`config.mk`:
```
export PLATFORM = sky130hd
export DESIGN_NAME = nor_seq_ctrl
export DESIGN_NICKNAME = d
export VERILOG_FILES = /design/src/rtl/nor_seq_ctrl.sv
export SDC_FILE = /design/constraint.sdc
export NUM_CORES = 1
export LEC_CHECK = 0
export ABC_AREA = 1
export CAP_MARGIN = 30
export CORE_MARGIN = 4
export CORE_UTILIZATION = 57
export DETAILED_ROUTE_END_ITERATION = 7
export GPL_TIMING_DRIVEN = 0
export MAX_ROUTING_LAYER = met4
export PLACE_DENSITY = 0.85
export SLEW_MARGIN = 40
export SYNTH_ARGS = -nofsm -noshare
export SYNTH_HDL_FRONTEND = slang
export SYNTH_SLANG_ARGS = --single-unit
```
`constraint.sdc`:
```
create_clock -name clk -period 2.95 [get_ports clk]
set_input_delay 0.4425 -clock clk [delete_from_list [all_inputs] [get_ports clk]]
set_output_delay 0.4425 -clock clk [all_outputs]
set_load 0.01 [all_outputs]
```
`src/rtl/nor_seq_ctrl.sv`:
```
// Sequential normalizer for a signed block-floating accumulator sum:
// converts to sign/magnitude, then left-shifts by 4 or 1 per cycle until normalized.
module nor_seq_ctrl #(
  parameter int SUM_W = 20,
  parameter int EXP_W = 6
) (
  input  logic             clk,
  input  logic             rst,
  input  logic             in_valid,
  output logic             in_ready,
  input  logic [SUM_W-1:0] signed_sum_in,
  input  logic [EXP_W-1:0] exp_max_in,
  output logic             out_valid,
  input  logic             out_ready,
  output logic             sign_out,
  output logic [SUM_W-1:0] mant_out,
  output logic [EXP_W-1:0] exp_out,
  output logic             zero_out,
  output logic             uflow_out,
  output logic             busy
);

  typedef enum logic [1:0] {
    IDLE,
    SHIFT,
    DONE
  } state_t;

  state_t           state, state_n;
  logic [SUM_W-1:0] mag, mag_n;
  logic [EXP_W-1:0] exp_r, exp_n;
  logic             sgn, sgn_n;

  logic             load;
  logic [SUM_W-1:0] mant_n;
  logic [EXP_W-1:0] exp_o_n;
  logic             sign_n, zero_n, uflow_n;

  assign in_ready  = (state == IDLE);
  assign out_valid = (state == DONE);
  assign busy      = (state != IDLE);

  always_comb begin
    state_n = state;
    mag_n   = mag;
    exp_n   = exp_r;
    sgn_n   = sgn;
    load    = 1'b0;
    mant_n  = '0;
    exp_o_n = '0;
    sign_n  = 1'b0;
    zero_n  = 1'b0;
    uflow_n = 1'b0;
    unique case (state)
      IDLE: begin
        if (in_valid) begin
          sgn_n   = signed_sum_in[SUM_W-1];
          mag_n   = signed_sum_in[SUM_W-1] ? (~signed_sum_in + 1'b1)
                                           : signed_sum_in;
          exp_n   = exp_max_in;
          state_n = SHIFT;
        end
      end
      SHIFT: begin
        if (mag == '0) begin
          load    = 1'b1;
          zero_n  = 1'b1;
          state_n = DONE;
        end else if (mag[SUM_W-1]) begin
          load    = 1'b1;
          mant_n  = mag;
          exp_o_n = exp_r;
          sign_n  = sgn;
          state_n = DONE;
        end else if (exp_r == '0) begin
          // exponent exhausted: emit the partially shifted magnitude
          load    = 1'b1;
          mant_n  = mag;
          sign_n  = sgn;
          uflow_n = 1'b1;
          state_n = DONE;
        end else if (mag[SUM_W-1-:4] == 4'd0 && exp_r >= EXP_W'(4)) begin
          mag_n = mag << 4;
          exp_n = exp_r - EXP_W'(4);
        end else begin
          mag_n = mag << 1;
          exp_n = exp_r - EXP_W'(1);
        end
      end
      DONE: begin
        if (out_ready) state_n = IDLE;
      end
      default: state_n = IDLE;
    endcase
  end

  always_ff @(posedge clk) begin
    if (rst) begin
      state <= IDLE;
    end else begin
      state <= state_n;
    end
  end

  always_ff @(posedge clk) begin
    if (rst) begin
      mag       <= '0;
      exp_r     <= '0;
      sgn       <= 1'b0;
      sign_out  <= 1'b0;
      mant_out  <= '0;
      exp_out   <= '0;
      zero_out  <= 1'b0;
      uflow_out <= 1'b0;
    end else begin
      mag   <= mag_n;
      exp_r <= exp_n;
      sgn   <= sgn_n;
      if (load) begin
        sign_out  <= sign_n;
        mant_out  <= mant_n;
        exp_out   <= exp_o_n;
        zero_out  <= zero_n;
        uflow_out <= uflow_n;
      end
    end
  end

endmodule
```
==> results of run 1 <==
[logic make-up after synthesis]
family | after synthesis | synth area share
DFF | 58 | 0.3317
xor gates and xnor gates | 3 | 0.007507
and+or+nand+nor | 317 | 0.3889
AOI/OAI and AO/OA | 102 | 0.1583
buffers and inverters | 68 | 0.09221
adders and majority gates | 6 | 0.02144
[final cells by class]
class | instances | area [um2] | area share
tap | 75 | 93.84 | 0.02126
timing repair buffer | 60 | 600.6 | 0.1361
clock inverter | 5 | 77.57 | 0.01757
buffer | 23 | 151.4 | 0.03430
multi-input combinational | 428 | 2017 | 0.4569
inverter | 45 | 171.4 | 0.03883
clock buffer | 11 | 141.4 | 0.03203
sequential | 58 | 1161 | 0.2630
[stage by stage]
step	total power, mW	cell area, um2	utilization	setup slack, ps	cells
finish	3.208	4414	0.7412	914.4	705
global route	3.391	4414	0.7412	767.6	705
CTS	3.171	4414	0.7412	957.3	705
detailed placement	2.351	4195	0.7044	611.8	689
global placement	2.315	4195	0.7044	661.1	689
floorplan	1.961	3501	-	1320	554
[power groups by stage]
stage          logic, mW  registers, mW  clock network (mW)
2_1_floorplan      0.946           1.01                   0
3_3_place_gp        1.27           1.04                   0
3_5_place_dp        1.30           1.05                   0
4_1_cts             1.31           1.03               0.826
5_1_grt             1.47           1.06               0.863
6_report            1.34           1.04               0.826
[metal layers]
layer / part of all wire / vias up / track usage / routed length [um]
met5: 0 / - / - / 0
li1: - / 1927 / - / -
met2: 0.44 / 202 / 0.4527 / 4571
met4: 0.034 / 0 / 0.1402 / 345
met1: 0.43 / 1712 / 0.3710 / 4464
met3: 0.087 / 34 / 0.03707 / 892
[sequential cells by signal, summed over array words and instances, names as in the netlist]
name and flops:
state 2, sign_out 1, sgn 1, mant_out 20
exp_r 6, uflow_out 1, exp_out 6, mag 20
zero_out 1
[worst min-delay path, cell delays in order, from the launching register on]
cell	delay (ps)
dfxtp_1	310
nand2_1	60
a21oi_1	50
[placed cells by master, fill, tap and decap left out, types with 2 or more instances in the layout]
master / count
nand2_1: 164
inv_2: 7
nand2_4: 4
a21oi_2: 3
xor2_1: 3
clkdlybuf4s50_1: 60
ha_1: 6
nor2_4: 2
nor3_1: 4
clkbuf_8: 10
o21bai_1: 2
inv_1: 37
a21oi_1: 47
clkbuf_1: 9
o21ai_0: 33
buf_4: 2
buf_6: 7
or2_2: 3
nand3_4: 2
clkinv_2: 2
o22ai_1: 2
dfxtp_1: 58
nor2_1: 91
bufinv_16: 2
buf_1: 2
buf_2: 4
o21ai_1: 10
nand3b_1: 3
nand3_1: 36
nand4_1: 3
[worst min path at each step]
| stage | start | to | slack [ps] | depth (start not counted) |
|---|---|---|---|---|
| after floorplan | sgn | sign_out | 440 | 2 |
| after global placement | mant_out[7] | mant_out[7] | 450 | 2 |
| after detailed placement | mant_out[9] | mant_out[9] | 450 | 2 |
| after CTS | mant_out[9] | mant_out[9] | 460 | 2 |
| after global routing | mant_out[3] | mant_out[3] | 480 | 2 |
| final | mant_out[9] | mant_out[9] | 460 | 2 |
==> metrics.txt, run 1 <==
PortBufs=60; GPL Wtd Cong=0.9488; worst setup path end=mag[8]; share of layout cells above drive strength 1=0.08889; Worst EP arrival=2270 ps; drc violations=0; synth cell count leaders=164 x nand2_1, 91 x nor2_1, 58 x dfxtp_1; Buf/Inv on CP=3; Syn Area/Cell=6.319 um2; io pins=62; internal power=1.895 mW; largest net degree at the start of global routing=11; vias in the first global route=3546; crit start category=flip-flop; EDFF count, synth=0; worst path cell trace=inv_1 -> ha_1 -> nand3_2 -> nand2_4 -> inv_2 -> buf_6 -> nand2_1 -> o211ai_2 -> nand2_1 -> nor2_1 -> nor2_1; clk slew on worst S/H paths=70 ps; largest stage delay on the critical path=500 ps; Slew HR=0.6050; Max Slew Vio Count=0; Reg-to-Reg Start=exp_r[2]; number of core rows=28; CP startpoint=exp_r[2]; first-pass GRT wire length=16.48 mm; LEAKAGE=1.886 nW; Syn. warnings=0; actual slew at the worst max-slew pin=592.5 ps; Max Cap Viol=0; initial DRC count=526; cell taking the most area after synthesis=dfxtp_1; hold buffer count at CTS=0; Max Clk Rate=0.4913 GHz; R2R setup slack=910 ps; crit end category=flip-flop; maximum clock path buffer count=2; antenna violations before repair=0; async set-reset flop share out of synthesis=0; total routed wirelength=10.27 mm; WP depth=11; Mapped Nets=590; post-layout minimum cycle time=2036 ps; Pre-Repair DR Iteration Count=6; TNS Setup=0 ps; Setup Skew=11.44 ps; Req. time, crit path=3190 ps; critical path class=flip-flop to flip-flop; CTS tree=yes; Overflow after GRT=0; final hold slack=463.6 ps; PD cells=726.7 nW/um2; Root Driver=clkbuf_8; insertion delay to the later sink of the worst-skew pair=340 ps; gr usage total=0.2900; clock network fraction of design power=0.257; CP max FO=10; cell at the slowest stage of the critical path=dfxtp_1; Switching Fraction=0.4091; worst vdd ir=0.0003790 V; Post-Syn Area=3501 um2; synthesized flop and latch total=58; Primary FF master, synth=dfxtp_1; Die W=86.37 um; Synth cell types=37; Cells after Synth=554; via count=3875; Via density=5.496; register area share after synthesis=0.3317; Antenna Nets Post-Route=0; Psw=1.312 mW; WL per Instance=14.57 um; Area contributors post-synth=dfxtp_1 33%, nand2_1 18%, nor2_1 9.8%; Worst R2R End=mag[8]; R2R depth=11; Clock Sinks=58; Antenna Cells=0; Initial Util=0.5878; CORE AREA=5956 um2; status=completed; RSZ-0062 raised after global routing=false; Tightest Hold Check Type=flip-flop to flip-flop; total CTS buffers=9; NumNets Final=661; Gate power share=0.417; post-CTS setup buffers=0; dpl hpwl=7.597 mm; fillcell total=486; post-cts sizing count=0; top-count cell post-synth=nand2_1; H-tree depth=3; Die Height=86.37 um; Final Hold Vio Count=0; fin crit share=0.6900; cell family with the largest share of critical-path delay=simple AND/OR/NAND/NOR gates; Setup Viol. Count Final=0; register share of total power=0.325; Layout area overhead=26.09%; total die area=7460 um2; top cell type's share of synthesized area=0.3317
(Power assumes the default switching activity.)
==> run 2: changes to the inputs <==
--- a/config.mk
+++ b/config.mk
@@ -8,11 +8,11 @@
 export ABC_AREA = 1
 export CAP_MARGIN = 30
 export CORE_MARGIN = 4
-export CORE_UTILIZATION = 57
+export CORE_UTILIZATION = 48
 export DETAILED_ROUTE_END_ITERATION = 7
 export GPL_TIMING_DRIVEN = 0
 export MAX_ROUTING_LAYER = met4
-export PLACE_DENSITY = 0.85
+export PLACE_DENSITY = 0.77
 export SLEW_MARGIN = 40
 export SYNTH_ARGS = -nofsm -noshare
 export SYNTH_HDL_FRONTEND = slang
==> constraint.sdc (replaced) <==
create_clock -name clk -period 1.7 [get_ports clk]
set_input_delay 0.255 -clock clk [delete_from_list [all_inputs] [get_ports clk]]
set_output_delay 0.255 -clock clk [all_outputs]
set_load 0.01 [all_outputs]
==> run 2 against run 1 <==
Core utilization is 4.8 points lower. Flip-flop and latch count stayed put. Global-route usage is 4.2 points lower. Sequential power is 77% higher. Critical path type unchanged. Largest power group unchanged. Clock skew is 3.4 ps lower. Cell area is 9.0% higher. Cell count is 5.7% higher. Hold slack worse by 170 ps. Register-to-register slack worse by 860 ps.
==> metrics.txt, run 2 (synthesis gave the netlist of run 1 again) <==
post-layout minimum cycle time=1650 ps; first-pass GRT wire length=16.53 mm; gr usage total=0.2478; Overflow after GRT=0; CORE AREA=6944 um2; share of layout cells above drive strength 1=0.1772; crit start category=flip-flop; Antenna Cells=0; Clock Sinks=58; worst vdd ir=0.0005398 V; vias in the first global route=3362; largest net degree at the start of global routing=11; LEAKAGE=2.050 nW; Antenna Nets Post-Route=0; crit end category=flip-flop; Max Cap Viol=0; Place WS=-445.6 ps; CP max FO=10; Tightest Hold Check Type=primary input to flip-flop; H-tree depth=3; Reg-to-Reg Start=exp_r[2]; Initial Util=0.5041; total CTS buffers=9; largest stage delay on the critical path=390 ps; CP startpoint=exp_r[2]; Layout area overhead=37.42%; PD cells=1261 nW/um2; status=completed; Worst EP arrival=1870 ps; total die area=8724 um2; worst setup path end=mag[17]; fin crit share=0.9706; top flop regs=mag (20), mant_out (20); Post-Route Utilization=0.6928; dpl hpwl=7.806 mm; Max Clk Rate=0.6060 GHz; via count=3901; initial DRC count=365; actual slew at the worst max-slew pin=562.7 ps; critical path class=flip-flop to flip-flop; R2R depth=10; Worst R2R End=mag[17]; Req. time, crit path=1920 ps; Pre-Repair DR Iteration Count=5; WL per Instance=14.45 um; maximum clock path buffer count=2; Setup Viol. Count Final=0; clk slew on worst S/H paths=70 ps; Setup Skew=8.065 ps; R2R setup slack=50 ps; Buf/Inv on CP=3; WP depth=10; GPL Wtd Cong=0.9522; fillcell total=625; worst path cell trace=inv_4 -> ha_4 -> nand3_4 -> nand3_4 -> buf_8 -> nand2_4 -> nand2_4 -> buf_8 -> nor2_1 -> a21oi_1; cell family with the largest share of critical-path delay=simple AND/OR/NAND/NOR gates; number of core rows=30; commonest non-fill, non-tap cell in the layout=nand2_1; antenna violations before repair=0; total chip power=6.064 mW; final worst slack=49.90 ps; Root Driver=clkbuf_8; PortBufs=60; total routed wirelength=10.76 mm; Die W=93.40 um; NumNets Final=680; Die Height=93.40 um; most frequent cells in the layout=159 x nand2_1, 81 x nor2_1, 58 x clkdlybuf4s50_1; Slew HR=0.6249; drc violations=0; io pins=62; Via density=5.236; Hold Path Depth=3; CTS tree=yes; insertion delay to the later sink of the worst-skew pair=340 ps; Final Hold Vio Count=0; Max Slew Vio Count=0; hold buffer count at CTS=0; cell at the slowest stage of the critical path=dfxtp_4
-- run 2: cell count changes in the layout (fill, tap and decap cells not counted), moves of 5 or more --
cell / previous run / this run
o21ai_0: 33 / 28
buf_4: 2 / 19
nor2_2: 1 / 7
dfxtp_1: 58 / 51
nand2_1: 164 / 159
inv_1: 37 / 31
nor2_1: 91 / 81
-- run 2: area by class of cell --
type                            instances  area (um2)  share of cell area
Buffer                                 23       192.7             0.04005
Clock buffer                           12       155.1             0.03225
Clock inverter                          4       50.05             0.01040
Inverter                               45       193.9             0.04031
Multi-Input combinational cell        428        2158              0.4486
Sequential cell                        58        1180              0.2453
Tap cell                               96       120.1             0.02497
Timing Repair Buffer                   79       760.7              0.1581
-- run 2: metal layers --
metal	up-vias	global-route usage	share of wire
met2	145	0.3788	0.46
met1	1773	0.3378	0.47
met5	-	-	0
met3	18	0.03540	0.059
li1	1965	-	-
met4	0	0.07937	0.018
-- run 2: per-stage QoR --
step	area [um2]	hold WS (ps)	setup TNS, ps	instances
2_1_floorplan	3501	419.4	0	554
3_3_place_gp	4222	446.9	-9684	710
3_5_place_dp	4222	453.2	-10800	710
4_1_cts	4534	278.2	-17.65	731
5_1_grt	4811	295.1	-19.29	745
6_report	4811	294.0	0	745
-- run 2: where the power goes --
group | total [mW] | switching, mW | internal [mW] | leakage (nW)
logic | 2.89 | 1.67 | 1.22 | 1.47
registers | 1.84 | 0.263 | 1.58 | 0.478
clock network | 1.33 | 0.578 | 0.755 | 0.0986
total | 6.06 | 2.51 | 3.56 | 2.05
-- run 2: how the worst min path moves through the flow --
stage | startpoint | to | slack [ps]
after floorplan | signed_sum_in[0] | mag[0] | 420
after global placement | mant_out[2] | mant_out[2] | 450
after detailed placement | mant_out[15] | mant_out[15] | 450
after CTS | rst | sign_out | 280
after global routing | signed_sum_in[0] | mag[0] | 300
final | signed_sum_in[0] | mag[0] | 290
-- run 2: timing repair --
item / CTS / global route
buffers inserted: 5 / 14
resized for setup: 23 / 61
pin swaps: 2 / 8
endpoints found under the setup margin: 56 / 49
-- run 2: worst reg2reg max path, delay by kind of cell (launching register included) --
kind,cells,cell delay [ps]
buf+inv,3,400
fa+ha+maj,1,170
flops,1,390
simple gates,5,500
compound gates,1,80
